[config.mk]
export PLATFORM = sky130hd
export DESIGN_NAME = apu_issue_ctrl
export DESIGN_NICKNAME = d
export VERILOG_FILES = /design/src/rtl/apu_issue_ctrl.sv
export SDC_FILE = /design/constraint.sdc
export NUM_CORES = 1
export LEC_CHECK = 0
export CAP_MARGIN = 20
export CELL_PAD_IN_SITES_DETAIL_PLACEMENT = 0
export CELL_PAD_IN_SITES_GLOBAL_PLACEMENT = 1
export CORE_ASPECT_RATIO = 1.4
export CORE_MARGIN = 3
export CORE_UTILIZATION = 32
export DETAILED_ROUTE_END_ITERATION = 8
export GPL_TIMING_DRIVEN = 0
export PLACE_DENSITY = 0.78
export SLEW_MARGIN = 40
export SYNTH_ARGS = -nofsm -noshare
export SYNTH_HDL_FRONTEND = slang
export SYNTH_SLANG_ARGS = --single-unit
[constraint.sdc]
create_clock -name clk -period 2.5 [get_ports clk]
set_input_delay 0.375 -clock clk [delete_from_list [all_inputs] [get_ports clk]]
set_output_delay 0.375 -clock clk [all_outputs]
set_load 0.1 [all_outputs]
[src/rtl/apu_issue_ctrl.sv]
// apu_issue_ctrl: core-side APU initiator with tag scoreboard, ID-matched writeback and sticky fflags
module apu_issue_ctrl #(
  parameter int NB_ARGS         = 2,
  parameter int DATA_WIDTH      = 32,
  parameter int OPCODE_WIDTH    = 6,
  parameter int FLAGS_IN_WIDTH  = 15,
  parameter int FLAGS_OUT_WIDTH = 5,
  parameter int ID_WIDTH        = 9,
  parameter int NB_OUTSTANDING  = 4,
  parameter int REG_ADDR_WIDTH  = 5
) (
  input  logic                          clk,
  input  logic                          rst_n,
  input  logic                          issue_valid_i,
  output logic                          issue_ready_o,
  input  logic [NB_ARGS*DATA_WIDTH-1:0] issue_operands_i,
  input  logic [OPCODE_WIDTH-1:0]       issue_op_i,
  input  logic [FLAGS_IN_WIDTH-1:0]     issue_flags_i,
  input  logic [REG_ADDR_WIDTH-1:0]     issue_rd_i,
  output logic                          apu_req_o,
  input  logic                          apu_gnt_i,
  output logic [ID_WIDTH-1:0]           apu_ID_o,
  output logic [NB_ARGS*DATA_WIDTH-1:0] apu_operands_o,
  output logic [OPCODE_WIDTH-1:0]       apu_op_o,
  output logic [FLAGS_IN_WIDTH-1:0]     apu_flags_o,
  output logic                          apu_rready_o,
  input  logic                          apu_rvalid_i,
  input  logic [DATA_WIDTH-1:0]         apu_rdata_i,
  input  logic [FLAGS_OUT_WIDTH-1:0]    apu_rflags_i,
  input  logic [ID_WIDTH-1:0]           apu_rID_i,
  output logic                          wb_valid_o,
  output logic [REG_ADDR_WIDTH-1:0]     wb_rd_o,
  output logic [DATA_WIDTH-1:0]         wb_data_o,
  output logic [FLAGS_OUT_WIDTH-1:0]    wb_flags_o,
  output logic [FLAGS_OUT_WIDTH-1:0]    fflags_o,
  input  logic                          fflags_clr_i,
  output logic                          spurious_o,
  output logic                          busy_o
);
  localparam int SLOT_W = $clog2(NB_OUTSTANDING);
  typedef enum logic {EMPTY, PENDING} req_state_e;
  req_state_e state_q, state_d;
  logic [NB_OUTSTANDING-1:0] valid_q, valid_d;
  logic [REG_ADDR_WIDTH-1:0] rd_q [NB_OUTSTANDING];
  logic [ID_WIDTH-1:0] id_q;
  logic [NB_ARGS*DATA_WIDTH-1:0] operands_q;
  logic [OPCODE_WIDTH-1:0] op_q;
  logic [FLAGS_IN_WIDTH-1:0] flags_q;
  logic wb_valid_q, spurious_q;
  logic [REG_ADDR_WIDTH-1:0] wb_rd_q;
  logic [DATA_WIDTH-1:0] wb_data_q;
  logic [FLAGS_OUT_WIDTH-1:0] wb_flags_q, fflags_q, fflags_d;
  logic [SLOT_W-1:0] alloc_idx, rsp_idx;
  logic free_avail, waw, accept, rsp_tag_ok, rsp_hit;
  // Lowest free slot and write-after-write hazard against every pending destination
  always_comb begin
    alloc_idx = '0;
    waw = 1'b0;
    for (int i = NB_OUTSTANDING - 1; i >= 0; i--) begin
      if (!valid_q[i]) alloc_idx = SLOT_W'(i);
      if (valid_q[i] && rd_q[i] == issue_rd_i) waw = 1'b1;
    end
  end
  assign free_avail    = ~&valid_q;
  assign issue_ready_o = rst_n & ((state_q == EMPTY) | apu_gnt_i) & free_avail & ~waw;
  assign accept        = issue_valid_i & issue_ready_o;
  assign rsp_idx       = apu_rID_i[SLOT_W-1:0];
  assign rsp_tag_ok    = (apu_rID_i >> SLOT_W) == '0;
  assign rsp_hit       = apu_rvalid_i & rsp_tag_ok & valid_q[rsp_idx];
  // Request register state
  always_ff @(posedge clk or negedge rst_n) begin
    if (!rst_n) state_q <= EMPTY;
    else state_q <= state_d;
  end
  // A new acceptance always refills the register; a grant without refill empties it
  always_comb begin
    state_d = accept ? PENDING : (state_q == PENDING && apu_gnt_i) ? EMPTY : state_q;
  end
  // Request strobe decoded from the register state
  always_comb begin
    apu_req_o = state_q == PENDING;
  end
  // Request payload, held stable until the next acceptance
  always_ff @(posedge clk or negedge rst_n) begin
    if (!rst_n) begin
      id_q       <= '0;
      operands_q <= '0;
      op_q       <= '0;
      flags_q    <= '0;
    end else if (accept) begin
      id_q       <= ID_WIDTH'(alloc_idx);
      operands_q <= issue_operands_i;
      op_q       <= issue_op_i;
      flags_q    <= issue_flags_i;
    end
  end
  // Release on a matching response and allocate on acceptance; allocation only sees free slots so the two never collide
  always_comb begin
    valid_d = valid_q;
    if (rsp_hit) valid_d[rsp_idx] = 1'b0;
    if (accept) valid_d[alloc_idx] = 1'b1;
  end
  // Scoreboard state
  always_ff @(posedge clk or negedge rst_n) begin
    if (!rst_n) begin
      valid_q <= '0;
      for (int i = 0; i < NB_OUTSTANDING; i++) rd_q[i] <= '0;
    end else begin
      valid_q <= valid_d;
      if (accept) rd_q[alloc_idx] <= issue_rd_i;
    end
  end
  // Sticky status: a clear drops history but keeps the flags of a coincident writeback
  always_comb begin
    fflags_d = (fflags_clr_i ? '0 : fflags_q) | (rsp_hit ? apu_rflags_i : '0);
  end
  // Registered writeback, spurious pulse and sticky status
  always_ff @(posedge clk or negedge rst_n) begin
    if (!rst_n) begin
      wb_valid_q <= 1'b0;
      spurious_q <= 1'b0;
      wb_rd_q    <= '0;
      wb_data_q  <= '0;
      wb_flags_q <= '0;
      fflags_q   <= '0;
    end else begin
      wb_valid_q <= rsp_hit;
      spurious_q <= apu_rvalid_i & ~rsp_hit;
      fflags_q   <= fflags_d;
      if (rsp_hit) begin
        wb_rd_q    <= rd_q[rsp_idx];
        wb_data_q  <= apu_rdata_i;
        wb_flags_q <= apu_rflags_i;
      end
    end
  end
  assign apu_ID_o       = id_q;
  assign apu_operands_o = operands_q;
  assign apu_op_o       = op_q;
  assign apu_flags_o    = flags_q;
  assign apu_rready_o   = 1'b1;
  assign wb_valid_o     = wb_valid_q;
  assign wb_rd_o        = wb_rd_q;
  assign wb_data_o      = wb_data_q;
  assign wb_flags_o     = wb_flags_q;
  assign fflags_o       = fflags_q;
  assign spurious_o     = spurious_q;
  assign busy_o         = (state_q == PENDING) | (|valid_q);
endmodule
======== Yosys cells after proc, flatten, opt, wreduce, memory -nomap -nowiden ========
Index checks and enable logic that the tools add are counted.
storage, ports and cells
  output and inout bits ................... 147
  register bits after elaboration ......... 161
  logic and storage cells ................. 84
cells by class
  mux-type cells .......................... 26
  equal/unequal tests ..................... 4
  magnitude comparators ................... 7
  reductions and logical operators ........ 13
  bitwise logic cells ..................... 18
operators with widths
  operator            number
  $mux 5              5
  $bwmux 20           1
  $eq 5x5->1          4
  $bmux 5 s2          1
  $demux 5 s2         1
  $logic_not 9->1     1
  $mux 1              9
  $logic_and 1x1->1   8
  $mux 2              4
  $mux 4              2
  $and 1x1->1         7
  $ge 3x3->1 const B  2
  $lt 2x3->1 const B  2
  $not 2->3           2
  $or 5x5->5          1
  $and 4x4->4         1
  $demux 1 s2         2
  $ge 2x1->1 const B  2
  $not 4->4           1
  $or 4x4->4          1
  $reduce_and 4->1    1
  $reduce_or 4->1     1
  $lt 3x1->1 const B  1
  $not 1->1           3
  other kinds (4)     5

======== Logic depth before layout (Yosys ltp) ========
Gate-level depths: netlist (run 1).
  word-level depth ........................ 10
  depth in mapped cells ................... 9

======== Worst setup path after synthesis (run 1) ========
No wires, ideal clock.
  path kind ............................... register to register
  start point ............................. register state_q (netlist: apu_req_o)
  end point ............................... register state_q (netlist: apu_req_o)
  path slack .............................. -2.272 ns
  path buffers ............................ 0
  arrival time ............................ 4.695 ns
  cell stages (with the launch flop) ...... 6
  cell sequence ........................... dfrtp_1 -> nand2b_1 -> nand3_1 -> a31o_2 -> nor4_1 -> a21bo_2
on the way
  longest elaborated chain between the ends .. 7
ends and longest elaborated chain
  item                                         line  text
  from (decl)                                  42    req_state_e state_q, state_d;
  from (signal assigned)                       73    else state_q <= state_d;
  $not 1->1 *                                  65    assign issue_ready_o = rst_n & ((state_q == EMPTY) | apu_gnt_i) & free_avail & ~waw;
  $or 1x1->1 *                                 65
  $and 1x1->1 * (3 in a row)                   65
  via issue_ready_o                            15    output logic issue_ready_o,
  $and 1x1->1 *                                66    assign accept = issue_valid_i & issue_ready_o;
  $mux 1 or $reduce_bool 2->1 (tied branches)  -
Mark *: on every way through the listed nets, which the timed path passes. The rest lies on a longest branch.
A chain may end at the register's enable or synchronous reset.

======== Final worst setup path (run 1) ========
  start point ............................. register rd_q[7] (netlist bit)
  end point ............................... output port issue_ready_o
on the way
  longest elaborated chain between the ends .. 7
ends and longest elaborated chain
  item                               line  text
  from (decl)                        44    logic [REG_ADDR_WIDTH-1:0] rd_q [NB_OUTSTANDING];
  from (signal, indexed assignment)  110   if (accept) rd_q[alloc_idx] <= issue_rd_i;
  $eq 5x5->1                         61    if (valid_q[i] && rd_q[i] == issue_rd_i) waw = 1'b1;
  $logic_and 1x1->1                  61
  $mux 1 (3 in a row)                61
  $not 1->1                          65
  $and 1x1->1                        65
  to (decl)                          15
Every way passes these cells.

==> impl_metrics.py, run 1 <==
metrics = {
    "run_status": {
        "status": "finished, final reports clean",
    },
    "sta": {
        "setup_violations": 0,
        "fin_crit_sh_pct": 95.5,
        "period_needed_ns": 2.39,
        "worst_pin_slew_ns": 0.640,
        "setup_slack_ns": 0.113,
        "slew_viol_final": 0,
        "clock_skew_ns": 0.0106,
        "max_slew_margin_pct": 56.7,
        "fmax_mhz": 419,
        "hold_violations": 0,
        "rsz0062_at_grt": "no",
    },
    "critical_path": {
        "critical_path.max_stage_delay_ns": 0.50,
        "rr_endpoint": "rd_q[12]$_DFFE_PN0P_",
        "endpoint": "issue_ready_o",
        "start_kind": "register",
        "arrival_ns": 2.01,
        "r2r_slack_ns": 0.17,
        "crit_chain": "xor2_1, nor4_1, a31o_2, nor4_4, buf_6",
        "startpoint": "rd_q[7]$_DFFE_PN0P_",
        "cp_max_fo": 3,
        "reg2reg_depth": 8,
        "criticalPathCategory": "reg -> out",
        "r2r_start": "rd_q[7]$_DFFE_PN0P_",
        "cp-end-kind": "primary output",
        "cp.required_ns": 2.12,
        "slowest_stage": "nor4_1",
    },
    "floorplan": {
        "core-area_mm2": 0.0201,
        "initial_core_util_pct": 32.8,
        "rows": 61,
        "io_pins": 289,
        "dieWidth_um": 127,
        "die-area_mm2": 0.0224,
        "die_y_um": 176,
    },
    "cts": {
        "cts_tree": "built",
        "cts_setup_buffers": 0,
        "insertion_delay_ns": 0.42,
        "cts_buffers": 17,
        "clockBufferDepth": 2,
        "cts.sinks": 161,
        "h-tree-depth": 4,
        "cts-root-buf": "clkbuf_16",
        "clkTransAtPathRegs_ns": 0.07,
    },
    "drt": {
        "drtPass1Iterations": 4,
        "avgRoutedWirePerCell_um": 17.7,
        "viasPerCell": 4.51,
        "wl_met3_um": 943,
        "ant_nets": 0,
        "met2_length_um": 10600,
        "drc_errors": 0,
        "wirelength_um": 19000,
        "vias": 4852,
        "wl_met1_um": 7000,
        "highest_layer": "met4",
        "drtIter0Drc": 169,
    },
    "global_route": {
        "grt_pass1_wl_um": 28900,
        "gr-total-overflow": 0,
        "grtUsageTotal_pct": 16.8,
        "first_global_vias": 5201,
        "grt_max_degree": 74,
        "antenna_found_initial": 0,
    },
    "synthesis": {
        "synth_seq_cells": 161,
        "synth_top_area_cell": "dfrtp_1",
        "synth_top_area_share_pct": 61.2,
        "synth_edf_count": 0,
        "syn_area_mm2": 0.00658,
        "netlist_instances": 508,
        "yosys_most_used_dff": "dfrtp_1",
        "syn-mean-instance-area_um2": 13.0,
        "seq_area_frac_synth_pct": 61.2,
        "synth-async-reset-ratio_pct": 100,
        "yosysWarnings": 0,
        "synth_area_leaders": "dfrtp_1 61%, mux2_2 18%, nand2_1 6.8%, xor2_1 2.1%, mux4_2 1.7%",
        "ys_types": 35,
    },
    "final_layout": {
        "num-fill-cells": 1811,
        "area_delta_synth_final_pct": 48.4,
        "insertedDiodeCount": 0,
        "drive_gt1_share_pct": 40.2,
        "nets": 954,
    },
    "placed_design": {
        "pre_cts_ws_ns": -0.783,
        "port_buffers": 275,
        "dp_hpwl_um": 14500,
        "routabilityCongestion": 0.797,
    },
    "run": {
        "cap_violations": 0,
    },
    "hold_path": {
        "hold_class": "in -> async",
    },
}
[critical path: cells and delay by family (launching register included)]
kind,cells,cell delay (ns)
AO/OA/AOI/OAI,1,0.28
XOR/XNOR,1,0.16
buffers and inverters,1,0.19
flip-flops,1,0.41
AND/OR/NAND/NOR,2,0.55
[routing by layer]
layer / GRT usage (%) / vias up
met5: 0 / -
met4: 6.22 / 0
met3: 4.35 / 29
met2: 31.7 / 156
met1: 17.8 / 2378
li1: - / 2289
[cell families after synthesis]
| family | count (synthesis) | synth area share, % |
|---|---|---|
| compound gates | 16 | 1.58 |
| xor+xnor | 20 | 2.66 |
| buf+inv | 48 | 3.88 |
| flops | 161 | 61.2 |
| mux | 117 | 21.1 |
| other cells | 2 | 0.114 |
| simple gates | 144 | 9.43 |
[worst min-delay path by stage]
stage	from	endpoint	cells after the start
floorplan	rst_n	apu_ID_o[0]$_DFFE_PN0P_	0
global placement	wb_data_o[12]$_DFFE_PN0N_	wb_data_o[12]$_DFFE_PN0N_	2
detailed placement	rst_n	wb_data_o[23]$_DFFE_PN0N_	1
CTS	rst_n	fflags_o[2]$_DFF_PN0_	2
global route	rst_n	apu_operands_o[3]$_DFFE_PN0P_	2
finish	rst_n	fflags_o[2]$_DFF_PN0_	3
[cells in the final DEF (no fill, tap or decap), types with 4 or more instances in the layout]
cell type,n
buf_2,150
nand3_1,5
nor4_1,5
mux4_2,5
inv_1,9
buf_4,13
clkdlybuf4s50_1,135
clkbuf_16,17
dfrtp_1,159
inv_6,4
buf_16,4
xor2_1,16
mux2_2,106
conb_1,8
o21ai_0,9
clkbuf_1,7
nand2_1,119
xnor2_1,4
mux2_4,5
[layout make-up]
class | count | area, µm² | area share, %
Inverter | 10 | 40.0 | 0.410
Buffer | 35 | 211 | 2.16
Timing Repair Buffer | 282 | 2250 | 23.0
Sequential cell | 161 | 4030 | 41.3
Multi-Input combinational cell | 305 | 2360 | 24.1
Tap cell | 252 | 315 | 3.23
Clock buffer | 19 | 453 | 4.64
Clock inverter | 13 | 115 | 1.18
[sequential cells by signal (all words and copies together) (netlist names), 2 cells and up]
signal	flops
wb_data_o	32
apu_operands_o	64
valid_q	4
apu_op_o	6
apu_flags_o	15
wb_flags_o	5
apu_ID_o	2
fflags_o	5
rd_q	20
wb_rd_o	5
[metrics by stage]
stage	cell area, µm²	hold slack (ns)	util (%)	cells	setup TNS (ns)
floorplan	6620	0.0794	-	514	0
detailed placement	9050	0.314	45.1	1043	-86.63
global placement	9690	0.461	48.3	1041	-1508.70
global route	9770	0.0331	48.7	1077	0
CTS	9710	-0.0397	48.4	1077	0
finish	9770	0.0359	48.7	1077	0
[synth_stat cells, types with 2 or more instances]
cell      number
xor2_1        16
nand2_1      119
inv_1          9
and3_1         3
and4_1         2
mux2_4         5
xnor2_1        4
dfrtp_1      161
nand3_1        5
buf_2         12
o21ai_0        9
mux4_2         5
conb_1         2
buf_4         14
nor2_1         2
mux2_2       106
nor4_1         6
buf_1          2
clkbuf_1       9
a21o_1         2
[repair_timing]
item,in CTS,in global routing
pin swaps,0,0
endpoints found under the setup margin,110,122
cloned,1,0
resized for setup,4,6
hold buffers,3,2
endpoints found under the hold margin,55,39
Power of run 1 is not shown: default switching activity piles up to over one toggle a cycle in this logic, so the estimate is an artifact.
==> inputs of run 2 (changes only) <==
Settings changed: SKIP_CTS_REPAIR_TIMING set to 1, SKIP_LAST_GASP set to 1, SLEW_MARGIN 40 to not set.
==> impl_metrics.py, run 2 (same netlist as run 1, synthesis figures left out) <==
metrics = {
    "final_layout": {
        "nets": 958,
        "multi_input_area_mm2": 0.00235,
        "insertedDiodeCount": 0,
        "largest_register_ffs": 64,
        "seqCellArea_mm2": 0.00403,
        "num-fill-cells": 1723,
        "area_delta_synth_final_pct": 60.3,
        "fin_util_pct": 52.6,
        "final_common_cell": "clkdlybuf4s50_1",
        "final_area_mm2": 0.0106,
        "drive_gt1_share_pct": 23.5,
        "final_cell_mix": "272 x clkdlybuf4s50_1, 160 x dfrtp_1, 119 x nand2_1, 106 x mux2_2, 19 x clkbuf_16",
    },
    "global_route": {
        "grt_max_degree": 84,
        "gr-total-overflow": 0,
        "grt_pass1_wl_um": 29300,
        "grtUsageTotal_pct": 16.8,
        "antenna_found_initial": 0,
        "first_global_vias": 5334,
    },
    "floorplan": {
        "io_pins": 289,
        "die_y_um": 176,
        "initial_core_util_pct": 32.8,
        "rows": 61,
        "core-area_mm2": 0.0201,
        "dieWidth_um": 127,
        "die-area_mm2": 0.0224,
    },
    "drt": {
        "vias": 4924,
        "drtIter0Drc": 133,
        "ant_nets": 0,
        "drc_errors": 0,
        "viasPerCell": 4.56,
        "drtPass1Iterations": 4,
        "avgRoutedWirePerCell_um": 17.8,
        "wirelength_um": 19200,
    },
    "cts": {
        "cts_buffers": 17,
        "cts-root-buf": "clkbuf_16",
        "clkTransAtPathRegs_ns": 0.06,
        "cts.sinks": 161,
        "h-tree-depth": 4,
        "insertion_delay_ns": 0.43,
        "cts_tree": "built",
        "clockBufferDepth": 2,
    },
    "critical_path": {
        "rr_endpoint": "rd_q[12]$_DFFE_PN0P_",
        "r2r_start": "valid_q[2]$_DFF_PN0_",
        "start_kind": "register",
        "reg2reg_depth": 8,
        "cp.required_ns": 2.12,
        "r2r_slack_ns": 0.17,
        "cp-end-kind": "primary output",
        "criticalPathCategory": "reg -> out",
        "cp_max_fo": 3,
        "arrival_ns": 2.09,
    },
    "sta": {
        "setup_violations": 0,
        "hold_violations": 0,
        "setup_slack_ns": 0.0309,
        "max_slew_margin_pct": 30.1,
        "rsz0062_at_grt": "yes",
        "slew_viol_final": 0,
        "period_needed_ns": 2.47,
        "clock_skew_ns": 0.0151,
        "fin_crit_sh_pct": 98.8,
        "worst_pin_slew_ns": 1.05,
        "hold_ws_ns": 0.00281,
        "fmax_mhz": 405,
    },
    "run_status": {
        "status": "finished, final reports clean",
    },
    "placed_design": {
        "dp_hpwl_um": 14400,
        "dpl_cell_area_mm2": 0.00972,
        "port_buffers": 275,
        "routabilityCongestion": 0.797,
        "pre_cts_ws_ns": -1.14,
    },
    "hold_path": {
        "hold_class": "in -> async",
    },
    "run": {
        "cap_violations": 0,
    },
}
==> run 2: cell types whose count changed in the layout (fill, tap and decap cells not counted), sizes merged <==
cell           before  now
bufbuf              1    0
clkinv              4    5
dlygate4sd3         1    3
clkinvlp            2    0
buf               172   33
bufinv              0    3
clkdlybuf4s50     135  272
clkbuf             27   30
==> run 2: how the worst max path moves through the flow <==
stage / cells past startpoint / from / endpoint / slack [ns]
after floorplan: 4 / apu_req_o$_DFFE_PN0P_ / issue_ready_o / 0.05
after global placement: 5 / rst_n / issue_ready_o / -6.24
after detailed placement: 6 / rst_n / issue_ready_o / -1.14
after CTS: 6 / rst_n / issue_ready_o / -1.15
after global routing: 5 / rd_q[2]$_DFFE_PN0P_ / issue_ready_o / -0.07
final: 5 / rd_q[7]$_DFFE_PN0P_ / issue_ready_o / 0.03
==> run 2: cell type report <==
type / instances / share of cell area, %
flip-flops and latches: 161 / 38.2
repair buffers: 285 / 28.2
multi-input cells: 305 / 22.3
clock buffers: 17 / 4.03
well taps: 252 / 2.99
plain buffers: 36 / 2.05
clock inverters: 15 / 1.87
inverters: 10 / 0.356
==> run 2: layer usage <==
| metal | share of wire, % | up-vias | GRT usage (%) |
|---|---|---|---|
| met2 | 56 | 174 | 32.0 |
| li1 | - | 2303 | - |
| met4 | 3.0 | 0 | 6.57 |
| met5 | 0 | - | 0 |
| met1 | 35 | 2408 | 17.4 |
| met3 | 5.2 | 39 | 4.44 |
==> run 2: through the flow <==
| stage | cells | TNS (ns) |
|---|---|---|
| global route | 1081 | -0.0718 |
| detailed placement | 1042 | -92.17 |
| CTS | 1074 | -34.82 |
| floorplan | 514 | 0 |
| global placement | 1041 | -1508.70 |
| finish | 1081 | 0 |
==> run 2: worst max-delay path, stage by stage, from the launching register on <==
cell and delay [ns]:
dfrtp_1 0.40, xor2_1 0.16, nor4_1 0.50, a31o_2 0.27, nor4_4 0.05, clkbuf_4 0.28
Power of run 2 is left out for the same reason.
